**config.mk**
```make
export PLATFORM = sky130hd
export DESIGN_NAME = sid_bus_if_flat
export DESIGN_NICKNAME = d
export VERILOG_FILES = /design/src/rtl/sid_bus_if_if.sv /design/src/rtl/sid_bus_if.sv /design/src/flat_wrapper.sv
export SDC_FILE = /design/constraint.sdc
export NUM_CORES = 1
export LEC_CHECK = 0
export CAP_MARGIN = 5
export CORE_MARGIN = 2
export CORE_UTILIZATION = 58
export DETAILED_ROUTE_END_ITERATION = 10
export PLACE_DENSITY = 0.83
export SYNTH_ARGS = -nofsm -noshare
export SYNTH_HDL_FRONTEND = slang
export SYNTH_SLANG_ARGS = --single-unit
```
**constraint.sdc**
```tcl
create_clock -name clk -period 5.6 [get_ports clk]
set_input_delay 0.84 -clock clk [delete_from_list [all_inputs] [get_ports clk]]
set_output_delay 0.84 -clock clk [all_outputs]
set_load 0.005 [all_outputs]
```
**src/rtl/sid_bus_if_if.sv**
```systemverilog
// sid_bus_if_if: bundles the raw 6510-side pins and the registered bus-side
// outputs of sid_bus_if.
//   slave  : the front-end stage (pins in, phase/transaction/status out)
//   master : the pin driver / consumer side (pins out, everything else in)
// Pins:    phi2_x, cs_n_x (active low), rw_x (1 = read), addr_x[4:0], data_x[7:0]
// Outputs: phase[3:0] one-hot {PHI2_PHI1, PHI2, PHI1_PHI2, PHI1}, addr[4:0],
//          data[7:0], we, oe, data_oe, phi2_lost, short_err
interface sid_bus_if_if;
  logic       phi2_x;
  logic       cs_n_x;
  logic       rw_x;
  logic [4:0] addr_x;
  logic [7:0] data_x;
  logic [3:0] phase;
  logic [4:0] addr;
  logic [7:0] data;
  logic       we;
  logic       oe;
  logic       data_oe;
  logic       phi2_lost;
  logic       short_err;

  modport master (
    output phi2_x, cs_n_x, rw_x, addr_x, data_x,
    input  phase, addr, data, we, oe, data_oe, phi2_lost, short_err
  );

  modport slave (
    input  phi2_x, cs_n_x, rw_x, addr_x, data_x,
    output phase, addr, data, we, oe, data_oe, phi2_lost, short_err
  );
endinterface

```
**src/rtl/sid_bus_if.sv**
```systemverilog
// sid_bus_if: bus front end ahead of the SID core. Synchronises the raw 6510
// bus pins into clk, deglitches PHI2, tracks the bus cycle with a small FSM,
// emits one-hot sub-cycle strobes and captures the bus transaction at the
// PHI2 strobe. Also drives the data-bus transceiver enable with hold time.
// Ports:
//   clk  system clock (sole clock)
//   res  synchronous active-high reset
//   bus  sid_bus_if_if.slave: raw pins in; phase/addr/data/we/oe/data_oe/
//        phi2_lost/short_err out (all registered)
module sid_bus_if #(
  parameter int SYNC_STAGES  = 2,
  parameter int PHI2_FILTER  = 3,
  parameter int PHI2_SETTLE  = 8,
  parameter int DOUT_HOLD    = 4,
  parameter int PHI2_TIMEOUT = 255
) (
  input  logic        clk,
  input  logic        res,
  sid_bus_if_if.slave bus
);
  localparam int PW = 16;
  localparam int FW = $clog2(PHI2_FILTER + 1);
  localparam int HW = $clog2(DOUT_HOLD + 1);
  localparam logic [3:0] PH1  = 4'b0001;
  localparam logic [3:0] PH12 = 4'b0010;
  localparam logic [3:0] PH2  = 4'b0100;
  localparam logic [3:0] PH21 = 4'b1000;

  typedef enum logic [1:0] {SYNC, LOW, HIGH_WAIT, HIGH_DONE} state_t;

  // Pin synchroniser: all pins travel through the same flop chain so the
  // sampled bus fields stay aligned with the synchronised PHI2.
  logic [SYNC_STAGES-1:0][PW-1:0] sync_q;
  logic       phi2_s, cs_n_s, rw_s;
  logic [4:0] addr_s;
  logic [7:0] data_s;

  always_ff @(posedge clk) begin
    if (res) begin
      sync_q <= '0;
    end else begin
      sync_q[0] <= {bus.phi2_x, bus.cs_n_x, bus.rw_x, bus.addr_x, bus.data_x};
      for (int i = 1; i < SYNC_STAGES; i++) sync_q[i] <= sync_q[i-1];
    end
  end

  assign {phi2_s, cs_n_s, rw_s, addr_s, data_s} = sync_q[SYNC_STAGES-1];

  // PHI2 filter: flt_cnt counts consecutive samples disagreeing with phi2_f;
  // the edge is accepted on the PHI2_FILTER-th such sample.
  logic          phi2_f;
  logic [FW-1:0] flt_cnt;
  logic          acc_edge, acc_rise, acc_fall;

  assign acc_edge = (phi2_s != phi2_f) && (flt_cnt == FW'(PHI2_FILTER - 1));
  assign acc_rise = acc_edge &  phi2_s;
  assign acc_fall = acc_edge & ~phi2_s;

  always_ff @(posedge clk) begin
    if (res) begin
      phi2_f  <= 1'b0;
      flt_cnt <= '0;
    end else if (acc_edge) begin
      phi2_f  <= phi2_s;
      flt_cnt <= '0;
    end else if (phi2_s != phi2_f) begin
      flt_cnt <= flt_cnt + 1'b1;
    end else begin
      flt_cnt <= '0;
    end
  end

  // Idle counter: saturating count of cycles since the last accepted edge.
  logic [7:0] idle_q, idle_n;
  logic       timeout;

  always_comb begin
    idle_n = idle_q;
    if (acc_edge)                           idle_n = '0;
    else if (idle_q != 8'(PHI2_TIMEOUT))    idle_n = idle_q + 8'd1;
  end

  assign timeout = (idle_n == 8'(PHI2_TIMEOUT));

  state_t        state;
  logic [7:0]    cnt;
  logic [HW-1:0] hold;
  logic [3:0]    phase_q;
  logic [4:0]    addr_q;
  logic [7:0]    data_q;
  logic          we_q, oe_q, data_oe_q, lost_q, short_q;

  always_ff @(posedge clk) begin
    if (res) begin
      state     <= SYNC;
      cnt       <= '0;
      idle_q    <= '0;
      hold      <= '0;
      phase_q   <= '0;
      addr_q    <= '0;
      data_q    <= '0;
      we_q      <= 1'b0;
      oe_q      <= 1'b0;
      data_oe_q <= 1'b0;
      lost_q    <= 1'b0;
      short_q   <= 1'b0;
    end else begin
      idle_q  <= idle_n;
      lost_q  <= timeout;
      phase_q <= '0;

      case (state)
        SYNC: begin
          // Only a fall gives a reliable cycle boundary; rises are ignored.
          if (acc_fall) begin
            phase_q <= PH1;
            we_q    <= 1'b0;
            oe_q    <= 1'b0;
            state   <= LOW;
          end
        end
        LOW: begin
          if (acc_rise) begin
            phase_q <= PH12;
            cnt     <= '0;
            state   <= HIGH_WAIT;
          end
        end
        HIGH_WAIT: begin
          if (acc_fall) begin
            // High phase ended before the pins were trusted: no access.
            phase_q <= PH1;
            short_q <= 1'b1;
            we_q    <= 1'b0;
            oe_q    <= 1'b0;
            state   <= LOW;
          end else if (cnt == 8'(PHI2_SETTLE - 1)) begin
            phase_q <= PH2;
            addr_q  <= addr_s;
            data_q  <= data_s;
            we_q    <= ~cs_n_s & ~rw_s;
            oe_q    <= ~cs_n_s &  rw_s;
            state   <= HIGH_DONE;
          end else begin
            cnt <= cnt + 8'd1;
          end
        end
        HIGH_DONE: begin
          if (acc_fall) begin
            phase_q <= PH1;
            we_q    <= 1'b0;
            oe_q    <= 1'b0;
            state   <= LOW;
          end else if (phase_q == PH2) begin
            phase_q <= PH21;
          end
        end
        default: state <= SYNC;
      endcase

      if (timeout) state <= SYNC;

      // Transceiver enable: opens after a read PHI2 strobe, closes DOUT_HOLD
      // cycles after the accepted fall (hold == 1 marks the last hold cycle).
      if (timeout) begin
        data_oe_q <= 1'b0;
        hold      <= '0;
      end else begin
        if (acc_fall)       hold <= HW'(DOUT_HOLD);
        else if (hold != 0) hold <= hold - 1'b1;
        if (hold == HW'(1) && !acc_fall)  data_oe_q <= 1'b0;
        else if (phase_q == PH2 && oe_q)  data_oe_q <= 1'b1;
      end
    end
  end

  assign bus.phase     = phase_q;
  assign bus.addr      = addr_q;
  assign bus.data      = data_q;
  assign bus.we        = we_q;
  assign bus.oe        = oe_q;
  assign bus.data_oe   = data_oe_q;
  assign bus.phi2_lost = lost_q;
  assign bus.short_err = short_q;
endmodule

```
**src/flat_wrapper.sv**
```systemverilog
// flat-port wrapper written by rule: the top's interface ports become plain ports
module sid_bus_if_flat 
#(
  parameter int SYNC_STAGES  = 2,
  parameter int PHI2_FILTER  = 3,
  parameter int PHI2_SETTLE  = 8,
  parameter int DOUT_HOLD    = 4,
  parameter int PHI2_TIMEOUT = 255
)
  (clk, res, bus_phi2_x, bus_cs_n_x, bus_rw_x, bus_addr_x, bus_data_x, bus_phase, bus_addr, bus_data, bus_we, bus_oe, bus_data_oe, bus_phi2_lost, bus_short_err);
  sid_bus_if_if bus_i ();
  input  logic clk;
  input  logic res;
  input wire logic [$bits(bus_i.phi2_x)-1:0] bus_phi2_x;
  input wire logic [$bits(bus_i.cs_n_x)-1:0] bus_cs_n_x;
  input wire logic [$bits(bus_i.rw_x)-1:0] bus_rw_x;
  input wire logic [$bits(bus_i.addr_x)-1:0] bus_addr_x;
  input wire logic [$bits(bus_i.data_x)-1:0] bus_data_x;
  output wire logic [$bits(bus_i.phase)-1:0] bus_phase;
  output wire logic [$bits(bus_i.addr)-1:0] bus_addr;
  output wire logic [$bits(bus_i.data)-1:0] bus_data;
  output wire logic [$bits(bus_i.we)-1:0] bus_we;
  output wire logic [$bits(bus_i.oe)-1:0] bus_oe;
  output wire logic [$bits(bus_i.data_oe)-1:0] bus_data_oe;
  output wire logic [$bits(bus_i.phi2_lost)-1:0] bus_phi2_lost;
  output wire logic [$bits(bus_i.short_err)-1:0] bus_short_err;
  assign bus_i.phi2_x = bus_phi2_x;
  assign bus_i.cs_n_x = bus_cs_n_x;
  assign bus_i.rw_x = bus_rw_x;
  assign bus_i.addr_x = bus_addr_x;
  assign bus_i.data_x = bus_data_x;
  assign bus_phase = bus_i.phase;
  assign bus_addr = bus_i.addr;
  assign bus_data = bus_i.data;
  assign bus_we = bus_i.we;
  assign bus_oe = bus_i.oe;
  assign bus_data_oe = bus_i.data_oe;
  assign bus_phi2_lost = bus_i.phi2_lost;
  assign bus_short_err = bus_i.short_err;
  sid_bus_if #(.SYNC_STAGES(SYNC_STAGES), .PHI2_FILTER(PHI2_FILTER), .PHI2_SETTLE(PHI2_SETTLE), .DOUT_HOLD(DOUT_HOLD), .PHI2_TIMEOUT(PHI2_TIMEOUT)) u_core (.clk(clk), .res(res), .bus(bus_i));
endmodule
```
After elaboration in Yosys (flattened, before gate mapping)
Cells that the tools add are included.

Output and inout bits: 22. Logic and storage cells: 91. Input port bits: 18. Bits in latches: 0. Flip-flop bits (word level): 78. Bits in read-only memories: 0. Bits in writable memories: 0. Memories: 0.

Shift-type cells: 0. Div/mod/pow operators: 0. Mux-type cells: 27. Multiply operators: 0. Equal/unequal tests: 15. Reduce and logical (&&, ||, !) cells: 19. $add $sub $neg: 4. $lt $le $gt $ge: 0. Bitwise logic cells: 9.

Operators by type and width (count): 8-bit 2-to-1 mux (5); 8-bit by 1-bit adder with 8-bit output (second input constant) (2); 4-bit case mux with 4 select lines (1); 8-bit case mux with 2 select lines (1); 4-bit 2-to-1 mux (3); 2-bit 2-to-1 mux (5); 3-bit 2-to-1 mux (3); 3-bit AND reduction (3); 3-bit OR reduction (3); 8-bit by 3-bit equality test with 1-bit output (second input constant) (1); 8-bit equality test (second input constant) (1); 8-bit != test (second input constant) (1); 2-bit equality test (second input constant) (3); 1-bit 2-to-1 mux (6); 2-bit case mux with 3 select lines (1); 2-bit nonzero test (3); 1-bit inverter (5); 1-bit bitwise AND (4); 4-bit by 3-bit equality test with 1-bit output (second input constant) (1); 2-bit by 1-bit != test with 1-bit output (second input constant) (2); 2-bit != test (second input constant) (2); 1-bit case mux with 2 select lines (2); 4-bit AND reduction (1); 2-bit OR reduction (2); other kinds (11) (13).

Longest topological paths before layout
Gate-level depths: netlist of run 1.

Depth in word-level cells: 6. Mapped depth: 7. Depth with buffers taken out: 7.

Worst setup path before layout of run 1
OpenSTA, ideal clock, no wires.

Path type: reg-to-reg. Start: register u_core.idle_q[0]. End: register u_core.data_oe_q (netlist: u_core.bus.data_oe). Buffers on the path: 0. Required time: 5.466 ns. Stages on the path, launching flop included: 7. Arrival: 1.772 ns. Setup time: 0.134 ns. Path slack: 3.694 ns. Period minus slack after synthesis: 1.906 ns. Path through: dfxtp_1 -> ha_1 -> nand4_2 -> mux2i_1 -> or4_4 -> nor3_4 -> nor4_1.

Longest elaborated chain between the ends: 5. Elaborated cells between the ends (all ways): 6. Classes of those cells: 1 x add/sub; 2 x eq/ne; 2 x mux; 1 x reduce/logical.

Ends and longest elaborated chain: start: declaration (RTL line sid_bus_if.sv:74) `logic [7:0] idle_q, idle_n;`; start signal: assignment (RTL line sid_bus_if.sv:108) `idle_q <= idle_n;`; 8-bit by 1-bit adder with 8-bit output or 8-bit != test (tied branches) (RTL line sid_bus_if.sv:80) `else if (idle_q != 8'(PHI2_TIMEOUT)) idle_n = idle_q + 8'd1;`; 8-bit 2-to-1 mux * (RTL line sid_bus_if.sv:80); 8-bit 2-to-1 mux * (RTL line sid_bus_if.sv:79) `if (acc_edge) idle_n = '0;`; 8-bit equality test * (RTL line sid_bus_if.sv:83) `assign timeout = (idle_n == 8'(PHI2_TIMEOUT));`; 3-bit OR reduction (no line) *; end signal: assignment (RTL line sid_bus_if.sv:104) `data_oe_q <= 1'b0;`; end signal: assignment (RTL line sid_bus_if.sv:166) `data_oe_q <= 1'b0;`; end signal: assignment (RTL line sid_bus_if.sv:171) `if (hold == HW'(1) && !acc_fall) data_oe_q <= 1'b0;`; end: declaration (RTL line sid_bus_if.sv:91) `logic we_q, oe_q, data_oe_q, lost_q, short_q;`.

Every way passes the cells marked *; elsewhere a longest branch is shown, timed or not. A chain may end at the register's enable or synchronous reset.

Final worst setup path of run 1
Start: register u_core.cnt[0]. End: register u_core.data_q[1] (netlist: u_core.bus.data[1]).

Longest elaborated chain between the ends: 2.

Ends and longest elaborated chain: start: declaration (RTL line sid_bus_if.sv:86) `logic [7:0] cnt;`; start signal: assignment (RTL line sid_bus_if.sv:145) `cnt <= cnt + 8'd1;`; 8-bit by 3-bit equality test with 1-bit output (RTL line sid_bus_if.sv:137) `end else if (cnt == 8'(PHI2_SETTLE - 1)) begin`; 3-bit AND reduction (no line); end signal: assignment (RTL line sid_bus_if.sv:140) `data_q <= data_s;`; end: declaration (RTL line sid_bus_if.sv:90) `logic [7:0] data_q;`.

Every way passes these cells.

==> metrics.cfg, run 1 <==
[critical_path]
path_buf_inv=0
crit_path_cell_trace=ha_1 > nand4bb_1 > nor4_2 > nand3_1 > mux2i_1 > nor2_1
worstPathArrival_ns=2.61
worstSetupPathType=reg2reg
worst_path_largest_cell_delay_ns=0.70
critPathSlowestCell=nand3_1
cp-start-kind=register
critPathCaptureType=register
cp_max_fo=13
required_ns=5.80
cp_top_family=simple AND/OR/NAND/NOR gates
reg2reg_slack_ns=3.18

[global_route]
grt_antenna_before_repair=0
grt_pass1_vias=2101
overflow=0
gr-usage-all-layers_pct=20.8
grt_max_degree=62
grt_pass1_wl_um=9600

[routing]
drc=0
dr_total_vias=2198
postRouteAntennaNets=0
dr.pass1.iters=4
vias_per_cell=5.27
wire_per_inst_um=12.9
totalWireLength_um=5380
drtIter0Drc=213

[yosys]
syn_area_um2=3020
synth_edf_count=0
syn_area_per_cell_um2=9.97
synthTopCellsByArea=dfxtp_1 52%, nor2b_1 7.0%, mux2i_1 6.0%
synthArstFlopShare_pct=0
synth_nets=332
synth-main-ff-cell=dfxtp_1
ys_ff_latch=78
synthCells=303
synth_area_leader_cell=dfxtp_1
yosysTopAreaCellShare_pct=51.7
seq_area_frac_synth_pct=51.7
yosys_warnings=0
synth.distinct_cells=44

[floorplan]
die_width_um=76.2
pin_count=40
die_y_um=76.2
coreArea_um2=5070
num_rows=26
start_util_pct=59.5
die_area_um2=5800

[sta]
hold_violations=0
setup_viol=0
slew_viol_final=0
tightest_slew_ns=1.02
fin_skew_ns=0.0112
min_period_ns=2.42
tns_ns=0
rsz0062_at_grt=false
layout_setup_ws_ns=3.18
maxSlewHeadroom_pct=31.7
fin_crit_sh_pct=43.2
clock.fmax_mhz=414

[place]
dpl_worst_slack_ns=3.19
place_hpwl_um=3620
place_area_um2=3450
gp_congestion=0.827
port_buffers=39

[cts]
clock_sinks=78
htreeDepth=3
cts_hold_buf=0
clk_pin_slew_ns=0.08
numCtsBuffers=9
post_cts_buffers=0
cts_root_buf=clkbuf_8
cts_tree=built
cts_buffer_depth=2
insertion_delay_ns=0.35
ctsResizeCount=0

[final_layout]
design_area_um2=3670
areaGrowthSynthToFinish_pct=21.4
antenna_cells=0
drive_gt1_share_pct=7.20
final_nets=372

[worst_hold_path]
min_path_type=reg2reg

[pwr]
power-per-cell-area_nw_per_um2=326
report.power.total_mw=1.20
p_leak_nw=1.47
irDropWorstVdd_v=0.000217

[run_status]
outcome=finished clean

[run]
drv_cap=0

-- cell usage in the layout (no fill, tap or decap), drive strengths merged, types with 3 or more instances in the layout --
| cell | instances |
|---|---|
| nor3 | 11 |
| nand2 | 5 |
| a21oi | 9 |
| o21ai | 10 |
| inv | 9 |
| nor4b | 3 |
| nor2b | 34 |
| nand2b | 4 |
| nand3 | 9 |
| mux2i | 18 |
| ha | 11 |
| o21a | 3 |
| dfxtp | 78 |
| nor2 | 40 |
| nor4 | 5 |
| and3 | 6 |
| nand4b | 3 |
| clkbuf | 10 |
| xor2 | 6 |
| clkdlybuf4s50 | 38 |
-- worst reg2reg max path, cell delays in order, from the launching register on --
cell	delay (ns)
dfxtp_1	0.38
ha_1	0.23
nand4bb_1	0.16
nor4_2	0.34
nand3_1	0.70
mux2i_1	0.39
nor2_1	0.07
-- worst paths after layout --
kind / start / end / cells after the start
worst min-delay path: u_core.flt_cnt[0] / u_core.flt_cnt[0] / 1
worst max register to register: u_core.cnt[0] / u_core.bus.data[1] / 6
worst min register to register: u_core.flt_cnt[0] / u_core.flt_cnt[0] / 1
worst max-delay path: u_core.cnt[0] / u_core.bus.data[1] / 6
-- routing by layer --
layer | global-route usage (%) | wire [um] | part of all wire, %
met1 | 26.7 | 2520 | 47
met4 | 11.3 | 123 | 2.3
met2 | 32.1 | 2520 | 47
met3 | 5.81 | 218 | 4.1
met5 | 0 | 0 | 0
-- report_power, final --
group | internal, mW | leakage [nW] | total [mW] | switching (mW)
sequential | 0.579 | 0.637 | 0.594 | 0.0152
combinational | 0.0667 | 0.720 | 0.137 | 0.0705
clock | 0.262 | 0.113 | 0.464 | 0.202
total | 0.908 | 1.47 | 1.20 | 0.287
-- synthesized netlist by cell type, types with 3 or more instances --
cell / number
nand4b_1: 3
nor2_1: 40
dfxtp_1: 78
xor2_1: 6
nor4b_1: 3
inv_1: 8
clkbuf_1: 8
mux2i_1: 18
nor4_1: 4
o21a_1: 3
nor3_1: 10
nand2_1: 5
nand2b_1: 4
nand3_1: 8
nor2b_1: 34
a21oi_1: 9
ha_1: 11
o21ai_0: 10
and3_1: 6
-- layout make-up --
cell class | instances | area (um^2)
Clock inverter | 5 | 82.6
Inverter | 8 | 30.0
Fill cell | 382 | 1410
Timing Repair Buffer | 39 | 385
Sequential cell | 78 | 1560
Multi-Input combinational cell | 207 | 1380
Clock buffer | 10 | 138
Tap cell | 70 | 87.6
-- metrics by stage --
step	std cells	utilization [%]	hold WS, ns
3_3_place_gp	402	67.9	0.399
3_5_place_dp	402	67.9	0.401
2_1_floorplan	303	-	0.392
6_report	417	72.3	0.412
4_1_cts	417	72.3	0.412
5_1_grt	417	72.3	0.428
-- sequential cells by signal, summed over array words and instances, names as in the netlist, 3 cells and up --
name and cells:
u_core.idle_q 8, u_core.data_s 8, u_core.bus.phase 4, u_core.bus.addr 5
u_core.sync_q 16, u_core.bus.data 8, u_core.cnt 8, u_core.addr_s 5
u_core.hold 3
-- cells by family (layout without fill, tap and decap cells) --
family                   after synthesis  in the layout  synth area share (%)
multiplexers                          20             20                  6.71
flip-flops                            78             78                  51.7
adder cells (fa/ha/maj)               11             11                  4.55
AND/OR/NAND/NOR                      134            134                  25.3
AO/OA/AOI/OAI                         34             34                  6.92
XOR/XNOR                               8              8                  2.32
buffers and inverters                 18             62                  2.53
Note: power is estimated with default switching activity, not from simulation.
==> inputs of run 2 (changes only) <==
Settings changed: CORE_UTILIZATION 58 to 54, PLACE_DENSITY 0.83 to 0.78.
Clock period 5.6 ns to 2.54 ns, I/O delays scaled along.
==> metrics.cfg, run 2 (synthesized netlist as in run 1, its figures left out) <==
[run_status]
outcome=finished clean  ; unchanged

[critical_path]
cp_max_fo=4  ; was 13
startpoint=u_core.state[0]  ; was u_core.cnt[0]
r2r-start=u_core.state[0]  ; was u_core.cnt[0]
worstPathArrival_ns=2.44  ; was 2.61 ns
cp-start-kind=register  ; unchanged
worstSetupPathType=reg2reg  ; unchanged
critPathCaptureType=register  ; unchanged
required_ns=2.76  ; was 5.80 ns

[floorplan]
die_area_um2=6210  ; was 5800 um^2
die_width_um=78.8  ; was 76.2 um
pin_count=40  ; unchanged
num_rows=27  ; was 26
start_util_pct=55.6  ; was 59.5%
die_y_um=78.8  ; was 76.2 um
coreArea_um2=5440  ; was 5070 um^2

[final_layout]
n_fill_cell=435  ; was 382
mostFrequentLayoutCells=78 x dfxtp_1, 40 x nor2_1, 38 x clkdlybuf4s50_1  ; unchanged
largest_reg_flops=16  ; unchanged
regMostFlops=u_core.sync_q  ; unchanged
final_common_cell=dfxtp_1  ; unchanged
antenna_cells=0  ; unchanged
fin_cells=424  ; was 417
design_area_um2=3680  ; was 3670 um^2
drive_gt1_share_pct=8.24  ; was 7.20%
final_nets=376  ; was 372
areaGrowthSynthToFinish_pct=21.7  ; was 21.4%
final_util_pct=67.6  ; was 72.3%

[cts]
clock_sinks=78  ; unchanged
cts_root_buf=clkbuf_8  ; unchanged
clk_pin_slew_ns=0.08  ; about the same
insertion_delay_ns=0.34  ; was 0.35 ns
cts_buffer_depth=2  ; unchanged
cts_hold_buf=0  ; unchanged
post_cts_buffers=0  ; unchanged
cts_tree=built  ; unchanged
numCtsBuffers=9  ; unchanged
ctsResizeCount=0  ; unchanged
htreeDepth=3  ; unchanged

[pwr]
p_leak_nw=1.46  ; was 1.47 nW
irDropWorstVdd_v=0.000545  ; was 0.000217 V
power-per-cell-area_nw_per_um2=693  ; was 326 nW/um^2
report.power.total_mw=2.55  ; was 1.20 mW

[sta]
rsz0062_at_grt=false  ; unchanged
hold_violations=0  ; unchanged
fin_crit_sh_pct=87.6  ; was 43.2%
clock.fmax_mhz=450  ; was 414 MHz
tns_ns=0  ; unchanged
min_period_ns=2.22  ; was 2.42 ns
fin_skew_ns=0.0105  ; was 0.0112 ns
maxSlewHeadroom_pct=59.0  ; was 31.7%
tightest_slew_ns=0.606  ; was 1.02 ns
setup_viol=0  ; unchanged
slew_viol_final=0  ; unchanged

[global_route]
grt_antenna_before_repair=0  ; unchanged
gr-usage-all-layers_pct=19.0  ; was 20.8%
overflow=0  ; unchanged
grt_pass1_vias=2037  ; was 2101
grt_pass1_wl_um=9240  ; was 9600 um
grt_max_degree=25  ; was 62

[routing]
vias_per_cell=5.10  ; was 5.27
postRouteAntennaNets=0  ; unchanged
dr_total_vias=2163  ; was 2198
drc=0  ; unchanged
totalWireLength_um=5400  ; was 5380 um
dr.pass1.iters=7  ; was 4
drtIter0Drc=112  ; was 213
wire_per_inst_um=12.7  ; was 12.9 um

[place]
port_buffers=39  ; unchanged
gp_congestion=0.846  ; was 0.827
place_area_um2=3480  ; was 3450 um^2
placed_cells=408  ; was 402
place_hpwl_um=3700  ; was 3620 um

[worst_hold_path]
hp-start=u_core.flt_cnt[0]  ; unchanged
min_path_type=reg2reg  ; unchanged

[run]
drv_cap=0  ; unchanged

[run 2: per-stage QoR]
step | setup slack (ns) | hold slack, ns
final | 0.316 | 0.412
after global routing | 0.132 | 0.445
after CTS | 0.390 | 0.418
after detailed placement | 0.477 | 0.406
after global placement | 0.524 | 0.400
after floorplan | 0.634 | 0.392
[run 2: power breakdown]
part           internal [mW]  switching (mW)  leakage (nW)
registers               1.28          0.0357         0.637
clock network          0.461           0.464        0.0895
logic                  0.150           0.160         0.739
total                   1.89           0.660          1.46
[run 2: area by class of cell]
| type | instances | area [um^2] | share of cell area, % |
|---|---|---|---|
| flip-flops and latches | 78 | 1560 | 42.4 |
| well taps | 72 | 90.1 | 2.45 |
| repair buffers | 43 | 415 | 11.3 |
| multi-input cells | 207 | 1380 | 37.6 |
| inverters | 8 | 30.0 | 0.816 |
| clock inverters | 6 | 70.1 | 1.90 |
| clock buffers | 10 | 128 | 3.47 |
[run 2: path summary, 6_finish.rpt]
| kind | to | slack, ns | cells past startpoint |
|---|---|---|---|
| worst max-delay path | u_core.state[0] | 0.32 | 6 |
| worst min-delay path | u_core.flt_cnt[0] | 0.41 | 1 |
| worst max register to register | u_core.state[0] | 0.32 | 6 |
| worst min register to register | u_core.flt_cnt[0] | 0.41 | 1 |
[run 2: worst max-delay path: stages (launching register included)]
cell	delay, ns
dfxtp_1	0.42
inv_1	0.11
ha_1	0.31
inv_1	0.08
nor4b_1	0.43
o21ai_0	0.27
a2111oi_1	0.48
[run 2: routing by layer]
metal	track usage (%)	vias up	wire, um	share of wire [%]
li1	-	1124	-	-
met3	3.98	8	213	3.9
met5	0	-	0	0
met4	9.12	0	84	1.6
met2	29.7	43	2470	46
met1	25.2	988	2630	49
==> inputs of run 3 (changes only) <==
Settings changed: HOLD_SLACK_MARGIN from default to 0.03.
==> results of run 3 <==
The final DEF is identical to that of run 2; final timing and power are the same.
